## config.mk

```make
export PLATFORM = sky130hd
export DESIGN_NAME = serial_2_parallel
export DESIGN_NICKNAME = d
export VERILOG_FILES = /design/src/rtl/kalman_pkg.sv /design/src/rtl/sync_2ff.sv /design/src/rtl/serial_2_parallel.sv
export SDC_FILE = /design/constraint.sdc
export NUM_CORES = 1
export LEC_CHECK = 0
export CAP_MARGIN = 10
export CORE_ASPECT_RATIO = 0.6
export CORE_MARGIN = 10
export CORE_UTILIZATION = 45
export DETAILED_ROUTE_END_ITERATION = 8
export GPL_TIMING_DRIVEN = 0
export PLACE_DENSITY = 0.67
export SLEW_MARGIN = 20
export SYNTH_ARGS = -nofsm -noshare
export SYNTH_HDL_FRONTEND = slang
export SYNTH_HIERARCHICAL = 1
export SYNTH_SLANG_ARGS = --single-unit
```

## constraint.sdc

```tcl
create_clock -name clk -period 1.6 [get_ports clk]
set_input_delay 0.24 -clock clk [delete_from_list [all_inputs] [get_ports clk]]
set_output_delay 0.24 -clock clk [all_outputs]
set_load 0.005 [all_outputs]
```

## src/rtl/kalman_pkg.sv

```systemverilog
// ---------------------------------------------------------------------------
// kalman_pkg
// Shared definitions for the RP2350 -> FPGA SPI receive path.
//   DEFAULT_DATA_W : default filter sample width (bits)
//   PARITY_BITS    : 1 when S2P_PARITY_EN is defined, else 0
//   FRAME_BITS     : sck bits per word (DEFAULT_DATA_W + PARITY_BITS)
//   s2p_state_t    : deserializer FSM states
//   parity_xor     : XOR-reduction helper used for even-parity checking
// Configuration macro: S2P_PARITY_EN (adds an even-parity bit per word).
// ---------------------------------------------------------------------------
package kalman_pkg;

  localparam int DEFAULT_DATA_W = 16;

`ifdef S2P_PARITY_EN
  localparam int PARITY_BITS = 1;
`else
  localparam int PARITY_BITS = 0;
`endif

  localparam int FRAME_BITS = DEFAULT_DATA_W + PARITY_BITS;

  typedef enum logic [1:0] {
    WAIT_IDLE = 2'd0,
    IDLE      = 2'd1,
    SHIFT     = 2'd2
  } s2p_state_t;

  // XOR of all bits; zero means the vector has even weight.
  function automatic logic parity_xor(input logic [31:0] i_vec);
    return ^i_vec;
  endfunction

endpackage

```

## src/rtl/sync_2ff.sv

```systemverilog
// ---------------------------------------------------------------------------
// sync_2ff
// Multi-flop synchronizer for a single asynchronous input.
//   STAGES  : number of flops in the chain (>= 2)
//   RST_VAL : value every flop takes during reset
// Ports:
//   clk  in  system clock
//   rst  in  synchronous active-high reset
//   i_d  in  asynchronous input
//   o_q  out synchronized output
// ---------------------------------------------------------------------------
module sync_2ff #(
  parameter int   STAGES  = 2,
  parameter logic RST_VAL = 1'b0
) (
  input  logic clk,
  input  logic rst,
  input  logic i_d,
  output logic o_q
);

  logic [STAGES-1:0] r_chain;

  // Shift the asynchronous input through the flop chain.
  always_ff @(posedge clk) begin
    if (rst) begin
      r_chain <= {STAGES{RST_VAL}};
    end else begin
      r_chain <= {r_chain[STAGES-2:0], i_d};
    end
  end

  assign o_q = r_chain[STAGES-1];

endmodule

```

## src/rtl/serial_2_parallel.sv

```systemverilog
// ---------------------------------------------------------------------------
// serial_2_parallel
// Receive-side SPI (mode 0) deserializer for the RP2350 -> FPGA link.
// Oversamples SCK/MOSI/CS on clk, assembles MSB-first words and hands them
// to the Kalman filter input stage over valid/ready.
// Ports:
//   clk, rst             system clock, synchronous active-high reset
//   rp2350_sck/mosi/cs   asynchronous SPI pins (cs active low)
//   filter_input_data    received word (stable while valid && !ready)
//   filter_input_valid   word is held on filter_input_data
//   filter_input_ready   filter accepts word when valid && ready
//   frame_err            1-cycle pulse: CS rose mid-word
//   overrun              1-cycle pulse: word completed while holding reg full
//   parity_err           1-cycle pulse: parity mismatch (S2P_PARITY_EN only)
// Configuration macro: S2P_PARITY_EN (one trailing even-parity bit per word).
// ---------------------------------------------------------------------------
module serial_2_parallel
  import kalman_pkg::*;
#(
  parameter int DATA_W      = DEFAULT_DATA_W,
  parameter int SYNC_STAGES = 2
) (
  input  logic              clk,
  input  logic              rst,
  input  logic              rp2350_sck,
  input  logic              rp2350_mosi,
  input  logic              rp2350_cs,
  output logic [DATA_W-1:0] filter_input_data,
  output logic              filter_input_valid,
  input  logic              filter_input_ready,
  output logic              frame_err,
  output logic              overrun,
  output logic              parity_err
);

  localparam int FRAME_W = DATA_W + PARITY_BITS;
  localparam int CNT_W   = $clog2(FRAME_W + 1);
  localparam int SET_W   = $clog2(SYNC_STAGES + 1);
  localparam logic [CNT_W-1:0] FRAME_CNT  = CNT_W'(FRAME_W);
  localparam logic [SET_W-1:0] SETTLE_CNT = SET_W'(SYNC_STAGES);

  logic w_sck_s, w_mosi_s, w_cs_s, w_sck_rise;
  logic r_sck_prev;
  s2p_state_t r_state, w_state_nxt;
  logic [CNT_W-1:0]   r_bit_cnt;
  logic [FRAME_W-1:0] r_shift;
  logic [SET_W-1:0]   r_settle;
  logic w_settled, w_word_done, w_shift_en, w_frame_err, w_parity_ok;
  logic w_load, w_drop_full;
  logic [DATA_W-1:0] w_word;
  logic [DATA_W-1:0] r_data;
  logic r_valid, r_frame_err, r_overrun, r_parity_err;

  sync_2ff #(.STAGES(SYNC_STAGES), .RST_VAL(1'b0)) u_sync_sck (
    .clk(clk), .rst(rst), .i_d(rp2350_sck), .o_q(w_sck_s));
  sync_2ff #(.STAGES(SYNC_STAGES), .RST_VAL(1'b0)) u_sync_mosi (
    .clk(clk), .rst(rst), .i_d(rp2350_mosi), .o_q(w_mosi_s));
  sync_2ff #(.STAGES(SYNC_STAGES), .RST_VAL(1'b1)) u_sync_cs (
    .clk(clk), .rst(rst), .i_d(rp2350_cs), .o_q(w_cs_s));

  // Previous synced sck for rising-edge detection; settle counter so that
  // WAIT_IDLE only trusts cs once the synchronizer holds real pin values
  // (its reset value of cs=1 would otherwise fake an idle bus).
  always_ff @(posedge clk) begin
    if (rst) begin
      r_sck_prev <= 1'b0;
      r_settle   <= '0;
    end else begin
      r_sck_prev <= w_sck_s;
      if (!w_settled) begin
        r_settle <= r_settle + SET_W'(1);
      end else begin
        r_settle <= r_settle;
      end
    end
  end

  assign w_sck_rise  = w_sck_s & ~r_sck_prev;
  assign w_settled   = (r_settle == SETTLE_CNT);
  // bit_cnt sits at FRAME_W for one cycle after the last bit shifts in.
  assign w_word_done = (r_state == SHIFT) && (r_bit_cnt == FRAME_CNT);

  // FSM state register.
  always_ff @(posedge clk) begin
    if (rst) begin
      r_state <= WAIT_IDLE;
    end else begin
      r_state <= w_state_nxt;
    end
  end

  // FSM next-state logic.
  always_comb begin
    w_state_nxt = r_state;
    case (r_state)
      WAIT_IDLE: if (w_settled && w_cs_s) w_state_nxt = IDLE; else w_state_nxt = WAIT_IDLE;
      IDLE:      if (!w_cs_s) w_state_nxt = SHIFT; else w_state_nxt = IDLE;
      SHIFT:     if (w_cs_s) w_state_nxt = IDLE; else w_state_nxt = SHIFT;
      default:   w_state_nxt = WAIT_IDLE;
    endcase
  end

  // FSM outputs: cs rising wins over a simultaneous sck rise.
  always_comb begin
    w_shift_en  = 1'b0;
    w_frame_err = 1'b0;
    case (r_state)
      SHIFT: begin
        if (w_cs_s) begin
          // A word that has just completed is still delivered, not an error.
          w_frame_err = (r_bit_cnt != '0) && (r_bit_cnt != FRAME_CNT);
        end else begin
          w_shift_en = w_sck_rise;
        end
      end
      default: begin
        w_shift_en  = 1'b0;
        w_frame_err = 1'b0;
      end
    endcase
  end

  // Shift register and bit counter.
  always_ff @(posedge clk) begin
    if (rst) begin
      r_shift   <= '0;
      r_bit_cnt <= '0;
    end else begin
      if (w_shift_en) begin
        r_shift <= {r_shift[FRAME_W-2:0], w_mosi_s};
      end else begin
        r_shift <= r_shift;
      end
      if ((r_state != SHIFT) || w_cs_s) begin
        r_bit_cnt <= '0;
      end else if (w_shift_en) begin
        r_bit_cnt <= w_word_done ? CNT_W'(1) : r_bit_cnt + CNT_W'(1);
      end else if (w_word_done) begin
        r_bit_cnt <= '0;
      end else begin
        r_bit_cnt <= r_bit_cnt;
      end
    end
  end

`ifdef S2P_PARITY_EN
  // Data plus even-parity bit must have even weight.
  assign w_parity_ok = (parity_xor(32'(r_shift)) == 1'b0);
  assign w_word      = r_shift[FRAME_W-1:1];
`else
  assign w_parity_ok = 1'b1;
  assign w_word      = r_shift;
`endif

  assign w_load      = w_word_done && w_parity_ok && (!r_valid || filter_input_ready);
  assign w_drop_full = w_word_done && w_parity_ok && r_valid && !filter_input_ready;

  // Holding register, handshake and registered error pulses.
  always_ff @(posedge clk) begin
    if (rst) begin
      r_data       <= '0;
      r_valid      <= 1'b0;
      r_frame_err  <= 1'b0;
      r_overrun    <= 1'b0;
      r_parity_err <= 1'b0;
    end else begin
      if (w_load) begin
        r_data  <= w_word;
        r_valid <= 1'b1;
      end else if (r_valid && filter_input_ready) begin
        r_data  <= r_data;
        r_valid <= 1'b0;
      end else begin
        r_data  <= r_data;
        r_valid <= r_valid;
      end
      r_frame_err  <= w_frame_err;
      r_overrun    <= w_drop_full;
      r_parity_err <= w_word_done && !w_parity_ok;
    end
  end

  assign filter_input_data  = r_data;
  assign filter_input_valid = r_valid;
  assign frame_err          = r_frame_err;
  assign overrun            = r_overrun;
  assign parity_err         = r_parity_err;

endmodule

```

After elaboration in Yosys (flattened, before gate mapping)
Cells that the tools add are included.
Widths: inputs -> output; s select.
{"block": "word_totals", "ff_bits": 51, "inputBits": 6, "out_inout_bits": 20, "wordCells": 52}
{"block": "classes", "add_sub_neg": 2, "n_eq_ne": 6, "n_mux": 10, "bitwise": 4, "reduce_logical": 18}
{"operator": "$mux 5", "n": 3}
{"operator": "$logic_and 1x1->1", "n": 7}
{"operator": "$add 5x1->5 const B", "n": 1}
{"operator": "$eq 5x5->1 const B", "n": 1}
{"operator": "$mux 1", "n": 5}
{"operator": "$ne 5x5->1 const B", "n": 1}
{"operator": "$reduce_bool 5->1", "n": 1}
{"operator": "$eq 2x2->1 const B", "n": 2}
{"operator": "$pmux 2 s2", "n": 1}
{"operator": "$reduce_bool 2->1", "n": 2}
{"operator": "$reduce_or 2->1", "n": 2}
{"operator": "$not 1->1", "n": 3}
{"operator": "$reduce_or 3->1", "n": 1}
{"operator": "$add 2x1->2 const B", "n": 1}
{"operator": "$eq 2x1->1 const B", "n": 1}
{"operator": "$logic_not 1->1", "n": 2}
{"operator": "$logic_not 2->1", "n": 1}
{"operator": "$logic_or 1x1->1", "n": 2}
{"operator": "$mux 2", "n": 1}
{"operator": "$ne 2x2->1 const B", "n": 1}
{"operator": "$and 1x1->1", "n": 1}

Longest topological paths before layout
Gate-level depths: netlist of run 1.
{"block": "depth", "ltp_word": 5, "mapped_depth": 7, "depth_no_buf": 5}

Cells and area by module
Netlist of run 1, hierarchy kept.
{"mod": "serial_2_parallel", "n_inst": 1, "cells_each": 206, "area_each_um2": 1884.3, "seq_area_each_um2": 900.9}
{"mod": "sync_2ff", "n_inst": 3, "cells_each": 4, "area_each_um2": 52.6, "seq_area_each_um2": 40.0}

Least setup slack after synthesis of run 1
Ideal clock, no wire load.
{"block": "synth_path", "path_type": "reg-to-reg", "from": "register r_bit_cnt[0]", "to": "register r_data[10] (netlist: filter_input_data[10])", "setup_time_ns": 0.072, "arrival_ns": 1.512, "required_time_ns": 1.528, "path_slack_ns": 0.016, "path_stages_with_launch": 8, "n_path_buf": 2, "synth_period_minus_slack_ns": 1.584, "path_cell_list": "dfxtp_1 inv_1 ha_1 or3b_4 nor3b_2 buf_6 buf_12 mux2i_1"}
{"block": "synth_via", "elab_chain_cells": 3}
{"element": "start, declared", "line_no": "serial_2_parallel.sv:45", "rtl": "logic [CNT_W-1:0] r_bit_cnt;"}
{"element": "start signal, assigned", "line_no": "serial_2_parallel.sv:137", "rtl": "r_bit_cnt <= w_word_done ? CNT_W'(1) : r_bit_cnt + CNT_W'(1);"}
{"element": "start signal, assigned", "line_no": "serial_2_parallel.sv:141", "rtl": "r_bit_cnt <= r_bit_cnt;"}
{"element": "$eq 5x5->1", "line_no": "serial_2_parallel.sv:81", "rtl": "assign w_word_done = (r_state == SHIFT) && (r_bit_cnt == FRAME_CNT);"}
{"element": "$logic_and 1x1->1", "line_no": "serial_2_parallel.sv:81"}
{"element": "$logic_and 1x1->1", "line_no": "serial_2_parallel.sv:155", "rtl": "assign w_load = w_word_done && w_parity_ok && (!r_valid || filter_input_ready);"}
{"element": "end signal, assigned", "line_no": "serial_2_parallel.sv:168", "rtl": "r_data <= w_word;"}
{"element": "end signal, assigned", "line_no": "serial_2_parallel.sv:171", "rtl": "r_data <= r_data;"}
{"element": "end signal, assigned", "line_no": "serial_2_parallel.sv:174", "rtl": "r_data <= r_data;"}
{"element": "end, declared", "line_no": "serial_2_parallel.sv:51", "rtl": "logic [DATA_W-1:0] r_data;"}
Every way passes these cells.
A chain may end at the register's enable or synchronous reset.

Worst setup path after layout of run 1
{"block": "layout_path", "from": "register r_bit_cnt[1]", "to": "register r_data[10] (netlist: filter_input_data[10])"}
Same word-level chain as after synthesis.

==> run_summary.xml, run 1 <==
<?xml version="1.0" encoding="UTF-8"?>
<metrics>
  <group name="synth">
    <metric name="yosys.cell_types.count" unit="">29</metric>
    <metric name="syn-cell-area" unit="sq mm">0.00204</metric>
    <metric name="synth.avg_cell_area" unit="sq um">9.37</metric>
    <metric name="cells_after_synthesis" unit="">218</metric>
    <metric name="ys_ff_latch" unit="">51</metric>
    <metric name="mappedNetlistNets" unit="">230</metric>
    <metric name="synth.top_cell.area_share" unit="%">50.0</metric>
    <metric name="synth-seq-area-share" unit="%">50.0</metric>
    <metric name="synthDominantAreaCellType" unit="">dfxtp_1</metric>
    <metric name="yosys-top-cells-area" unit="">dfxtp_1 50%, nand2b_1 10%, mux2i_1 8.3%</metric>
    <metric name="synthesis.yosys.warnings" unit="">6</metric>
  </group>
  <group name="timing">
    <metric name="final-hold-violation-count" unit="">0</metric>
    <metric name="worst_hold_margin" unit="ps">402</metric>
    <metric name="report.final.setup_viol" unit="">16</metric>
    <metric name="finalClockSkew" unit="ps">8.50</metric>
    <metric name="final.setup.worst_slack" unit="ps">-37.9</metric>
    <metric name="report.final.slew_viol_count" unit="">0</metric>
    <metric name="worst_slew_pin_slew" unit="ps">532</metric>
    <metric name="maxClockFrequency" unit="GHz">0.611</metric>
    <metric name="rsz0062_at_grt" unit="">yes</metric>
    <metric name="headroom_to_the_max_slew_limit" unit="%">64.1</metric>
    <metric name="post-route-min-period" unit="ps">1640</metric>
    <metric name="final.period_utilization" unit="%">102</metric>
  </group>
  <group name="die">
    <metric name="die_h" unit="microns">72.2</metric>
    <metric name="floorplan.initialDensity" unit="%">48.2</metric>
    <metric name="chipWidth" unit="microns">107</metric>
    <metric name="io_pins" unit="">26</metric>
    <metric name="placeable_area" unit="sq mm">0.00423</metric>
    <metric name="number_of_rows_created_at_floorplan" unit="">18</metric>
    <metric name="die-area" unit="sq mm">0.00772</metric>
  </group>
  <group name="clock_tree">
    <metric name="numCtsBuffers" unit="">5</metric>
    <metric name="numClockSinks" unit="">51</metric>
    <metric name="ctsRootBufferMaster" unit="">clkbuf_8</metric>
    <metric name="clkLatencyLatePin" unit="ps">310</metric>
    <metric name="cts.reportedPaths.clkPinSlew" unit="ps">100</metric>
    <metric name="htree_levels" unit="">2</metric>
    <metric name="cts_tree" unit="">done</metric>
    <metric name="clockBufferDepth" unit="">2</metric>
  </group>
  <group name="route">
    <metric name="total_vias_in_the_final_route" unit="">1428</metric>
    <metric name="drc" unit="">0</metric>
    <metric name="route.detailed.vias_per_inst" unit="">4.53</metric>
    <metric name="route.detailed.wl_per_inst" unit="microns">12.3</metric>
    <metric name="drt_wl_total" unit="microns">3870</metric>
    <metric name="firstDrtPassIters" unit="">4</metric>
    <metric name="ant_nets" unit="">0</metric>
    <metric name="drt-initial-drc-count" unit="">56</metric>
  </group>
  <group name="global_route">
    <metric name="grt_usage" unit="%">10.3</metric>
    <metric name="grt_pass1_vias" unit="">1383</metric>
    <metric name="pin_count_of_the_biggest_net_entering_global_routing" unit="">19</metric>
    <metric name="grt_first_pass_wirelength" unit="microns">6570</metric>
    <metric name="grt_antenna_before_repair" unit="">0</metric>
    <metric name="globalRoute.totalOverflow" unit="">0</metric>
  </group>
  <group name="setup_path">
    <metric name="worst_path_largest_cell_delay" unit="ps">390</metric>
    <metric name="kind_of_start_point_of_the_critical_path" unit="">register</metric>
    <metric name="worstPathMaxFanout" unit="">5</metric>
    <metric name="critical_path.top_delay_family" unit="">simple AND/OR/NAND/NOR gates</metric>
    <metric name="critical_path_class" unit="">reg2reg</metric>
    <metric name="cp_slowest_cell" unit="">or3b_4</metric>
    <metric name="cp-end-kind" unit="">register</metric>
    <metric name="cp_cell_sequence" unit="">inv_2 &gt; ha_4 &gt; or3b_4 &gt; nor3b_2 &gt; buf_6 &gt; clkbuf_16 &gt; mux2i_1</metric>
    <metric name="worstPathRequired" unit="ps">1840</metric>
    <metric name="timing.critical_path.arrival" unit="ps">1880</metric>
    <metric name="worst_path_bufs_invs" unit="">3</metric>
  </group>
  <group name="pwr">
    <metric name="post-layout-total-power" unit="mW">2.40</metric>
    <metric name="cellLeakagePower" unit="nW">0.878</metric>
    <metric name="power_density" unit="mW/mm^2">929</metric>
    <metric name="ir_drop" unit="V">0.000655</metric>
  </group>
  <group name="layout">
    <metric name="mostFrequentLayoutCells" unit="">49 x dfxtp_1, 37 x nand2_1, 33 x nand2b_1, 23 x a21oi_1, 23 x clkdlybuf4s50_1</metric>
    <metric name="fraction_of_final_layout_cells_sized_beyond_drive_strength_1" unit="%">13.3</metric>
    <metric name="ff_latch_area" unit="sq mm">0.00102</metric>
    <metric name="layout-area-overhead-vs-synth" unit="%">26.3</metric>
    <metric name="num-fill-cells" unit="">399</metric>
    <metric name="antenna_cells" unit="">0</metric>
    <metric name="final_net_count" unit="">266</metric>
    <metric name="stdcell_count" unit="">315</metric>
    <metric name="multi_input_comb_area" unit="sq um">938</metric>
    <metric name="final_common_cell" unit="">dfxtp_1</metric>
  </group>
  <group name="run">
    <metric name="cap_violations" unit="">0</metric>
  </group>
  <group name="status">
    <metric name="violated_checks" unit="">negative setup slack</metric>
    <metric name="outcome" unit="">complete, but fails checks</metric>
  </group>
  <group name="place">
    <metric name="dpl.cell_count" unit="">302</metric>
    <metric name="place_worst_setup_slack" unit="ps">-724</metric>
    <metric name="place_hpwl" unit="microns">2610</metric>
    <metric name="port_buffers" unit="">24</metric>
    <metric name="gp_congestion" unit="">0.744</metric>
  </group>
  <group name="min_path">
    <metric name="hold_path_class" unit="">in2reg</metric>
  </group>
</metrics>
==> worst reg2reg max path, delay by kind of cell, from the launching register on <==
family | cells | cell delay (ps)
AND/OR/NAND/NOR | 2 | 600
adder cells (fa/ha/maj) | 1 | 110
flip-flops | 1 | 340
buffers and inverters | 3 | 370
multiplexers | 1 | 160
==> layout make-up <==
class                           count  area share [%]
Inverter                            6           0.873
Tap cell                           60            2.91
Multi-Input combinational cell    148            36.4
Sequential cell                    51            39.7
Timing Repair Buffer               31            12.8
Buffer                             11            3.06
Clock buffer                        5            2.67
Clock inverter                      3            1.70
==> sequential cells by signal, indices dropped and copies added, names as in the netlist <==
name and count:
r_shift 16, u_sync_sck/r_chain 2, overrun 1, r_sck_prev 1, u_sync_mosi/r_chain 2, u_sync_cs/r_chain 2
r_settle 2, frame_err 1, filter_input_data 16, r_bit_cnt 5, r_state 2, filter_input_valid 1
==> stage by stage <==
stage	area [sq um]	setup TNS [ps]	util, %
2_1_floorplan	2040	0	-
3_3_place_gp	2360	-19120	55.7
3_5_place_dp	2360	-17900	55.7
4_1_cts	2510	-195	59.3
5_1_grt	2580	-3330	60.9
6_report	2580	-453	60.9
==> synthesized netlist by cell type <==
| master | number |
|---|---|
| nand2_1 | 37 |
| nor3b_1 | 2 |
| or2_1 | 3 |
| or3b_4 | 1 |
| dfxtp_1 | 51 |
| inv_1 | 6 |
| clkbuf_1 | 8 |
| nand2b_1 | 33 |
| a21oi_1 | 23 |
| nand3_1 | 2 |
| buf_6 | 1 |
| ha_1 | 6 |
| or3_2 | 1 |
| conb_1 | 1 |
| nor2_1 | 3 |
| mux2i_1 | 17 |
| and4b_2 | 1 |
| o21ai_0 | 5 |
| buf_12 | 1 |
| or3_1 | 2 |
| nor4b_1 | 1 |
| nor4bb_1 | 1 |
| nor2b_1 | 5 |
| xor2_1 | 1 |
| nor3b_2 | 1 |
| buf_2 | 2 |
| nor3_1 | 1 |
| nand4bb_1 | 1 |
| buf_4 | 1 |
==> cell families after synthesis <==
family          count (synthesis)  share of synthesized area, %
simple gates                   95                          25.6
compound gates                 28                          6.86
xor+xnor                        1                         0.429
flops                          51                          50.0
mux                            17                          8.33
buf+inv                        19                          4.96
fa+ha+maj                       6                          3.68
other cells                     1                         0.184
==> power by group <==
group / leakage, nW / internal, mW / switching (mW)
clock: 0.0581 / 0.466 / 0.430
combinational: 0.406 / 0.0854 / 0.0840
sequential: 0.414 / 1.31 / 0.0217
total: 0.878 / 1.86 / 0.536
==> per-layer routing <==
metal,global-route usage (%),up-vias,wire length [microns]
met5,0,-,0
met4,3.59,0,35
met3,4.32,6,237
met2,13.8,32,1500
met1,14.3,609,2100
li1,-,781,-
==> worst paths after layout <==
| check | from | end | slack (ps) | depth (start not counted) |
|---|---|---|---|---|
| worst min-delay path | rst | u_sync_mosi/r_chain[1]$_SDFF_PP0_ | 400 | 2 |
| worst max register to register | r_bit_cnt[1]$_SDFFE_PP0P_ | filter_input_data[10]$_SDFFE_PP0P_ | -40 | 7 |
| worst max-delay path | r_bit_cnt[1]$_SDFFE_PP0P_ | filter_input_data[10]$_SDFFE_PP0P_ | -40 | 7 |
| worst min register to register | u_sync_cs/r_chain[0]$_SDFF_PP1_ | u_sync_cs/r_chain[1]$_SDFF_PP1_ | 410 | 1 |
==> what timing repair did <==
item,in CTS,in global routing
pin swaps,1,2
cloned,0,2
gates resized for setup,6,11
setup buffers,4,1
hold buffers,0,0
endpoints found under the setup margin,36,41
Power figures use the tool's default switching activity.
==> inputs of run 2 (changes only) <==
--- a/config.mk
+++ b/config.mk
@@ -11,7 +11,8 @@
 export CORE_UTILIZATION = 45
 export DETAILED_ROUTE_END_ITERATION = 8
 export GPL_TIMING_DRIVEN = 0
-export PLACE_DENSITY = 0.67
+export PLACE_DENSITY = 0.64
+export SETUP_SLACK_MARGIN = 0.3
 export SLEW_MARGIN = 20
 export SYNTH_ARGS = -nofsm -noshare
 export SYNTH_HDL_FRONTEND = slang
==> constraint.sdc (replaced) <==
create_clock -name clk -period 1.7 [get_ports clk]
set_input_delay 0.255 -clock clk [delete_from_list [all_inputs] [get_ports clk]]
set_output_delay 0.255 -clock clk [all_outputs]
set_load 0.005 [all_outputs]
==> run_summary.xml, run 2 (same netlist as run 1, synthesis figures left out) <==
<?xml version="1.0" encoding="UTF-8"?>
<metrics>
  <group name="layout">
    <metric name="layout-area-overhead-vs-synth" unit="%">25.7</metric>
    <metric name="stdcell_count" unit="">314</metric>
    <metric name="final_cell_area" unit="sq mm">0.00257</metric>
    <metric name="final_core_util" unit="%">60.6</metric>
    <metric name="fraction_of_final_layout_cells_sized_beyond_drive_strength_1" unit="%">14.6</metric>
    <metric name="mostFrequentLayoutCells" unit="">46 x dfxtp_1, 37 x nand2_1, 33 x nand2b_1, 23 x a21oi_1</metric>
    <metric name="antenna_cells" unit="">0</metric>
    <metric name="final_net_count" unit="">265</metric>
    <metric name="final_common_cell" unit="">dfxtp_1</metric>
  </group>
  <group name="pwr">
    <metric name="cellLeakagePower" unit="nW">0.978</metric>
    <metric name="post-layout-total-power" unit="mW">2.18</metric>
    <metric name="ir_drop" unit="V">0.000626</metric>
    <metric name="power_density" unit="mW/mm^2">851</metric>
  </group>
  <group name="die">
    <metric name="die-area" unit="sq mm">0.00772</metric>
    <metric name="placeable_area" unit="sq mm">0.00423</metric>
    <metric name="floorplan.initialDensity" unit="%">48.2</metric>
    <metric name="number_of_rows_created_at_floorplan" unit="">18</metric>
    <metric name="io_pins" unit="">26</metric>
    <metric name="chipWidth" unit="microns">107</metric>
    <metric name="die_h" unit="microns">72.2</metric>
  </group>
  <group name="setup_path">
    <metric name="cp_cell_sequence" unit="">inv_1 &gt; ha_1 &gt; or3b_4 &gt; nor3b_4 &gt; buf_6 &gt; buf_12 &gt; mux2i_1</metric>
    <metric name="cp-end-kind" unit="">register</metric>
    <metric name="critical_path.top_delay_family" unit="">simple AND/OR/NAND/NOR gates</metric>
    <metric name="timing.critical_path.arrival" unit="ps">1860</metric>
    <metric name="setup.reg_to_reg.worst_slack" unit="ps">70</metric>
    <metric name="kind_of_start_point_of_the_critical_path" unit="">register</metric>
    <metric name="critical_path_class" unit="">reg2reg</metric>
    <metric name="cp_slowest_cell" unit="">or3b_4</metric>
    <metric name="r2r_start" unit="">r_bit_cnt[1]$_SDFFE_PP0P_</metric>
    <metric name="worst_path_bufs_invs" unit="">3</metric>
    <metric name="worstPathRequired" unit="ps">1930</metric>
    <metric name="timing.reg2reg.worst_path_depth" unit="">7</metric>
    <metric name="worst_path_largest_cell_delay" unit="ps">410</metric>
    <metric name="reg2reg_to" unit="">filter_input_data[15]$_SDFFE_PP0P_</metric>
    <metric name="worstPathMaxFanout" unit="">10</metric>
  </group>
  <group name="timing">
    <metric name="final.period_utilization" unit="%">96.0</metric>
    <metric name="post-route-min-period" unit="ps">1630</metric>
    <metric name="rsz0062_at_grt" unit="">yes</metric>
    <metric name="report.final.setup_viol" unit="">0</metric>
    <metric name="finalClockSkew" unit="ps">6.74</metric>
    <metric name="report.final.slew_viol_count" unit="">0</metric>
    <metric name="final.setup.worst_slack" unit="ps">68.8</metric>
    <metric name="worst_hold_margin" unit="ps">407</metric>
    <metric name="final-hold-violation-count" unit="">0</metric>
    <metric name="maxClockFrequency" unit="GHz">0.613</metric>
    <metric name="setup-tns-final" unit="ps">0</metric>
  </group>
  <group name="min_path">
    <metric name="worstHoldStart" unit="">u_sync_cs/r_chain[0]$_SDFF_PP1_</metric>
    <metric name="hold_path_end" unit="">u_sync_cs/r_chain[1]$_SDFF_PP1_</metric>
    <metric name="worst_hold_path.num_cells" unit="">1</metric>
    <metric name="hold_path_class" unit="">reg2reg</metric>
  </group>
  <group name="clock_tree">
    <metric name="ctsRootBufferMaster" unit="">clkbuf_8</metric>
    <metric name="numCtsBuffers" unit="">5</metric>
    <metric name="cts_tree" unit="">done</metric>
    <metric name="hold_buffers" unit="">0</metric>
    <metric name="clkLatencyLatePin" unit="ps">300</metric>
    <metric name="numClockSinks" unit="">51</metric>
    <metric name="clockBufferDepth" unit="">2</metric>
    <metric name="cts.reportedPaths.clkPinSlew" unit="ps">90</metric>
    <metric name="htree_levels" unit="">2</metric>
  </group>
  <group name="route">
    <metric name="drt_wl_total" unit="microns">3970</metric>
    <metric name="firstDrtPassIters" unit="">4</metric>
    <metric name="route.detailed.wl_per_inst" unit="microns">12.6</metric>
    <metric name="total_vias_in_the_final_route" unit="">1490</metric>
    <metric name="drt-initial-drc-count" unit="">99</metric>
    <metric name="route.detailed.vias_per_inst" unit="">4.75</metric>
    <metric name="ant_nets" unit="">0</metric>
    <metric name="drc" unit="">0</metric>
  </group>
  <group name="global_route">
    <metric name="globalRoute.totalOverflow" unit="">0</metric>
    <metric name="pin_count_of_the_biggest_net_entering_global_routing" unit="">15</metric>
    <metric name="grt_antenna_before_repair" unit="">0</metric>
    <metric name="grt_first_pass_wirelength" unit="microns">6600</metric>
    <metric name="grt_usage" unit="%">10.3</metric>
    <metric name="grt_pass1_vias" unit="">1396</metric>
  </group>
  <group name="place">
    <metric name="place_area" unit="sq mm">0.00236</metric>
    <metric name="place_worst_setup_slack" unit="ps">-692</metric>
    <metric name="dpl.cell_count" unit="">302</metric>
    <metric name="port_buffers" unit="">24</metric>
    <metric name="place_hpwl" unit="microns">2790</metric>
    <metric name="gp_congestion" unit="">0.720</metric>
  </group>
  <group name="run">
    <metric name="cap_violations" unit="">0</metric>
  </group>
  <group name="status">
    <metric name="outcome" unit="">completed</metric>
  </group>
</metrics>
run 2: changes by cell type in the layout (fill, tap and decap cells not counted), moves of 3 or more:
cell and change:
clkbuf_2 -3, dfxtp_2 +3, clkdlybuf4s50_1 -18, clkbuf_4 +3, dfxtp_1 -3, dlygate4sd2_1 +17
run 2: cell type report:
cell class / count / area [sq um]
clock buffer: 8 / 100
inverter: 6 / 22.5
tap: 60 / 75.1
timing repair buffer: 28 / 270
buffer: 13 / 108
fill: 400 / 1670
sequential: 51 / 1030
multi-input combinational: 148 / 963
run 2: layer usage:
layer  up-vias  part of all wire [%]  track usage [%]
met4         0                  0.50             3.14
met5         -                     0                0
met2        32                    41             15.3
li1        779                     -                -
met3         3                   5.8             3.70
met1       676                    53             13.7
run 2: timing repair:
item                       4_1_cts  5_1_grt
pin swaps                        0        2
setup endpoints to repair       62       41
buffers inserted                 4        0
gates resized for setup         34       15
run 2: worst max-delay path by stage:
stage / to / slack (ps) / start / cells past startpoint
2_1_floorplan: filter_input_data[10]$_SDFFE_PP0P_ / 140 / r_bit_cnt[0]$_SDFFE_PP0P_ / 7
3_3_place_gp: r_state[1]$_SDFF_PP0_ / -690 / rst / 5
3_5_place_dp: r_state[1]$_SDFF_PP0_ / -690 / rst / 5
4_1_cts: filter_input_data[14]$_SDFFE_PP0P_ / 60 / r_bit_cnt[0]$_SDFFE_PP0P_ / 7
5_1_grt: filter_input_data[14]$_SDFFE_PP0P_ / -40 / r_bit_cnt[1]$_SDFFE_PP0P_ / 7
6_report: filter_input_data[15]$_SDFFE_PP0P_ / 70 / r_bit_cnt[1]$_SDFFE_PP0P_ / 7
run 2: power breakdown:
part / switching (mW) / internal [mW]
registers: 0.0222 / 1.23
clock network: 0.384 / 0.372
logic: 0.0903 / 0.0845
==> inputs of run 3 (changes only) <==
--- a/config.mk
+++ b/config.mk
@@ -7,7 +7,7 @@
 export LEC_CHECK = 0
 export CAP_MARGIN = 10
 export CORE_ASPECT_RATIO = 0.6
-export CORE_MARGIN = 10
+export CORE_MARGIN = 8
 export CORE_UTILIZATION = 45
 export DETAILED_ROUTE_END_ITERATION = 8
 export GPL_TIMING_DRIVEN = 0
@@ -18,3 +18,4 @@
 export SYNTH_HDL_FRONTEND = slang
 export SYNTH_HIERARCHICAL = 1
 export SYNTH_SLANG_ARGS = --single-unit
+export TNS_END_PERCENT = 1
==> run_summary.xml, run 3 (same netlist as run 1, synthesis figures left out) <==
<?xml version="1.0" encoding="UTF-8"?>
<metrics>
  <group name="layout">
    <metric name="mostFrequentLayoutCells" unit="">48 x dfxtp_1, 37 x nand2_1, 33 x nand2b_1, 23 x a21oi_1, 17 x mux2i_1</metric>
    <metric name="fraction_of_final_layout_cells_sized_beyond_drive_strength_1" unit="%">9.56</metric>
    <metric name="ff_latch_area" unit="sq mm">0.00102</metric>
    <metric name="num-fill-cells" unit="">435</metric>
    <metric name="final_cell_area" unit="sq mm">0.00251</metric>
    <metric name="multi_input_comb_area" unit="sq um">926</metric>
    <metric name="final_net_count" unit="">262</metric>
    <metric name="final_common_cell" unit="">dfxtp_1</metric>
    <metric name="layout-area-overhead-vs-synth" unit="%">23.0</metric>
    <metric name="final_core_util" unit="%">56.2</metric>
    <metric name="antenna_cells" unit="">0</metric>
  </group>
  <group name="setup_path">
    <metric name="kind_of_start_point_of_the_critical_path" unit="">register</metric>
    <metric name="timing.critical_path.arrival" unit="ps">1930</metric>
    <metric name="cp_cell_sequence" unit="">inv_1 &gt; ha_1 &gt; or3b_4 &gt; nor3b_4 &gt; buf_6 &gt; buf_12 &gt; mux2i_1</metric>
    <metric name="timing.reg2reg.worst_path_depth" unit="">7</metric>
    <metric name="worstPathMaxFanout" unit="">10</metric>
    <metric name="critical_path_class" unit="">reg2reg</metric>
    <metric name="cp_slowest_cell" unit="">or3b_4</metric>
    <metric name="setup.reg_to_reg.worst_slack" unit="ps">3</metric>
    <metric name="worst_path_largest_cell_delay" unit="ps">410</metric>
    <metric name="worstPathRequired" unit="ps">1930</metric>
    <metric name="cp-end-kind" unit="">register</metric>
  </group>
  <group name="global_route">
    <metric name="globalRoute.totalOverflow" unit="">0</metric>
    <metric name="grt_first_pass_wirelength" unit="microns">6420</metric>
    <metric name="grt_pass1_vias" unit="">1407</metric>
    <metric name="grt_usage" unit="%">11.8</metric>
    <metric name="pin_count_of_the_biggest_net_entering_global_routing" unit="">15</metric>
    <metric name="grt_antenna_before_repair" unit="">0</metric>
  </group>
  <group name="place">
    <metric name="gp_congestion" unit="">0.785</metric>
    <metric name="port_buffers" unit="">24</metric>
    <metric name="place_area" unit="sq mm">0.00236</metric>
    <metric name="place_hpwl" unit="microns">2650</metric>
  </group>
  <group name="clock_tree">
    <metric name="hold_buffers" unit="">0</metric>
    <metric name="cts_tree" unit="">done</metric>
    <metric name="clkLatencyLatePin" unit="ps">300</metric>
    <metric name="numCtsBuffers" unit="">5</metric>
    <metric name="ctsRootBufferMaster" unit="">clkbuf_8</metric>
    <metric name="cts.reportedPaths.clkPinSlew" unit="ps">90</metric>
    <metric name="clockBufferDepth" unit="">2</metric>
    <metric name="htree_levels" unit="">2</metric>
    <metric name="numClockSinks" unit="">51</metric>
  </group>
  <group name="route">
    <metric name="wl_met3" unit="microns">166</metric>
    <metric name="total_vias_in_the_final_route" unit="">1448</metric>
    <metric name="drt-initial-drc-count" unit="">58</metric>
    <metric name="route.detailed.vias_per_inst" unit="">4.61</metric>
    <metric name="routedLengthMet1" unit="microns">2010</metric>
    <metric name="met2WireLength" unit="microns">1520</metric>
    <metric name="route.detailed.wl_per_inst" unit="microns">11.9</metric>
    <metric name="drt_wl_total" unit="microns">3740</metric>
    <metric name="ant_nets" unit="">0</metric>
    <metric name="firstDrtPassIters" unit="">4</metric>
    <metric name="route.top_layer_used" unit="">met4</metric>
    <metric name="drc" unit="">0</metric>
  </group>
  <group name="pwr">
    <metric name="cellLeakagePower" unit="nW">1.00</metric>
    <metric name="post-layout-total-power" unit="mW">2.08</metric>
    <metric name="ir_drop" unit="V">0.000577</metric>
    <metric name="power_density" unit="mW/mm^2">828</metric>
  </group>
  <group name="die">
    <metric name="io_pins" unit="">26</metric>
    <metric name="placeable_area" unit="sq mm">0.00447</metric>
    <metric name="number_of_rows_created_at_floorplan" unit="">19</metric>
    <metric name="die-area" unit="sq mm">0.00702</metric>
    <metric name="die_h" unit="microns">68.2</metric>
    <metric name="floorplan.initialDensity" unit="%">45.7</metric>
    <metric name="chipWidth" unit="microns">103</metric>
  </group>
  <group name="min_path">
    <metric name="worst_hold_path.num_cells" unit="">2</metric>
    <metric name="hold_path_class" unit="">in2reg</metric>
  </group>
  <group name="run">
    <metric name="cap_violations" unit="">0</metric>
  </group>
  <group name="timing">
    <metric name="final-hold-violation-count" unit="">0</metric>
    <metric name="worst_hold_margin" unit="ps">312</metric>
    <metric name="final.period_utilization" unit="%">99.8</metric>
    <metric name="rsz0062_at_grt" unit="">yes</metric>
    <metric name="report.final.setup_viol" unit="">0</metric>
    <metric name="report.final.slew_viol_count" unit="">0</metric>
    <metric name="setup-tns-final" unit="ps">0</metric>
    <metric name="finalClockSkew" unit="ps">5.43</metric>
    <metric name="post-route-min-period" unit="ps">1700</metric>
    <metric name="worst_slew_pin_slew" unit="ps">520</metric>
    <metric name="maxClockFrequency" unit="GHz">0.589</metric>
    <metric name="headroom_to_the_max_slew_limit" unit="%">65.0</metric>
  </group>
  <group name="status">
    <metric name="outcome" unit="">completed</metric>
  </group>
</metrics>
==> run 3: area by class of cell <==
cell class / instances / share of cell area (%)
timing repair buffer: 25 / 11.4
multi-input combinational: 148 / 36.9
tap: 63 / 3.14
buffer: 13 / 3.69
sequential: 51 / 40.8
inverter: 6 / 0.897
clock inverter: 1 / 0.199
clock buffer: 7 / 3.04
==> run 3: what timing repair did <==
action / in CTS / in global routing
buffers inserted: 1 / 0
setup endpoints to repair: 60 / 63
resized for setup: 5 / 19
pin swaps: 0 / 0
==> run 3: final timing paths <==
kind	from	endpoint
setup / recovery	r_bit_cnt[1]$_SDFFE_PP0P_	filter_input_data[12]$_SDFFE_PP0P_
hold / removal	rst	u_sync_mosi/r_chain[0]$_SDFF_PP0_
setup reg to reg	r_bit_cnt[1]$_SDFFE_PP0P_	filter_input_data[12]$_SDFFE_PP0P_
hold reg to reg	u_sync_cs/r_chain[0]$_SDFF_PP1_	u_sync_cs/r_chain[1]$_SDFF_PP1_
==> run 3: where the power goes <==
| group | switching [mW] | internal [mW] | total (mW) |
|---|---|---|---|
| clock | 0.369 | 0.290 | 0.658 |
| combinational | 0.0865 | 0.0817 | 0.168 |
| sequential | 0.0208 | 1.23 | 1.25 |
| total | 0.476 | 1.60 | 2.08 |
==> run 3: critical path, delay by kind of cell (launching register included) <==
family,cells,cell delay (ps)
simple gates,2,630
buf+inv,3,330
mux,1,180
fa+ha+maj,1,130
flops,1,340
==> run 3: per-stage QoR <==
stage / setup WS (ps) / std cells
3_5_place_dp: -702 / 305
4_1_cts: 1.87 / 314
6_report: 2.90 / 314
5_1_grt: -77.7 / 314
3_3_place_gp: -687 / 305
2_1_floorplan: 141 / 218
==> run 3: routing by layer <==
metal  vias up  GRT usage [%]
met3         5           3.76
met4         0           4.29
met1       651           15.3
met5         -              0
met2        18           18.0
li1        774              -
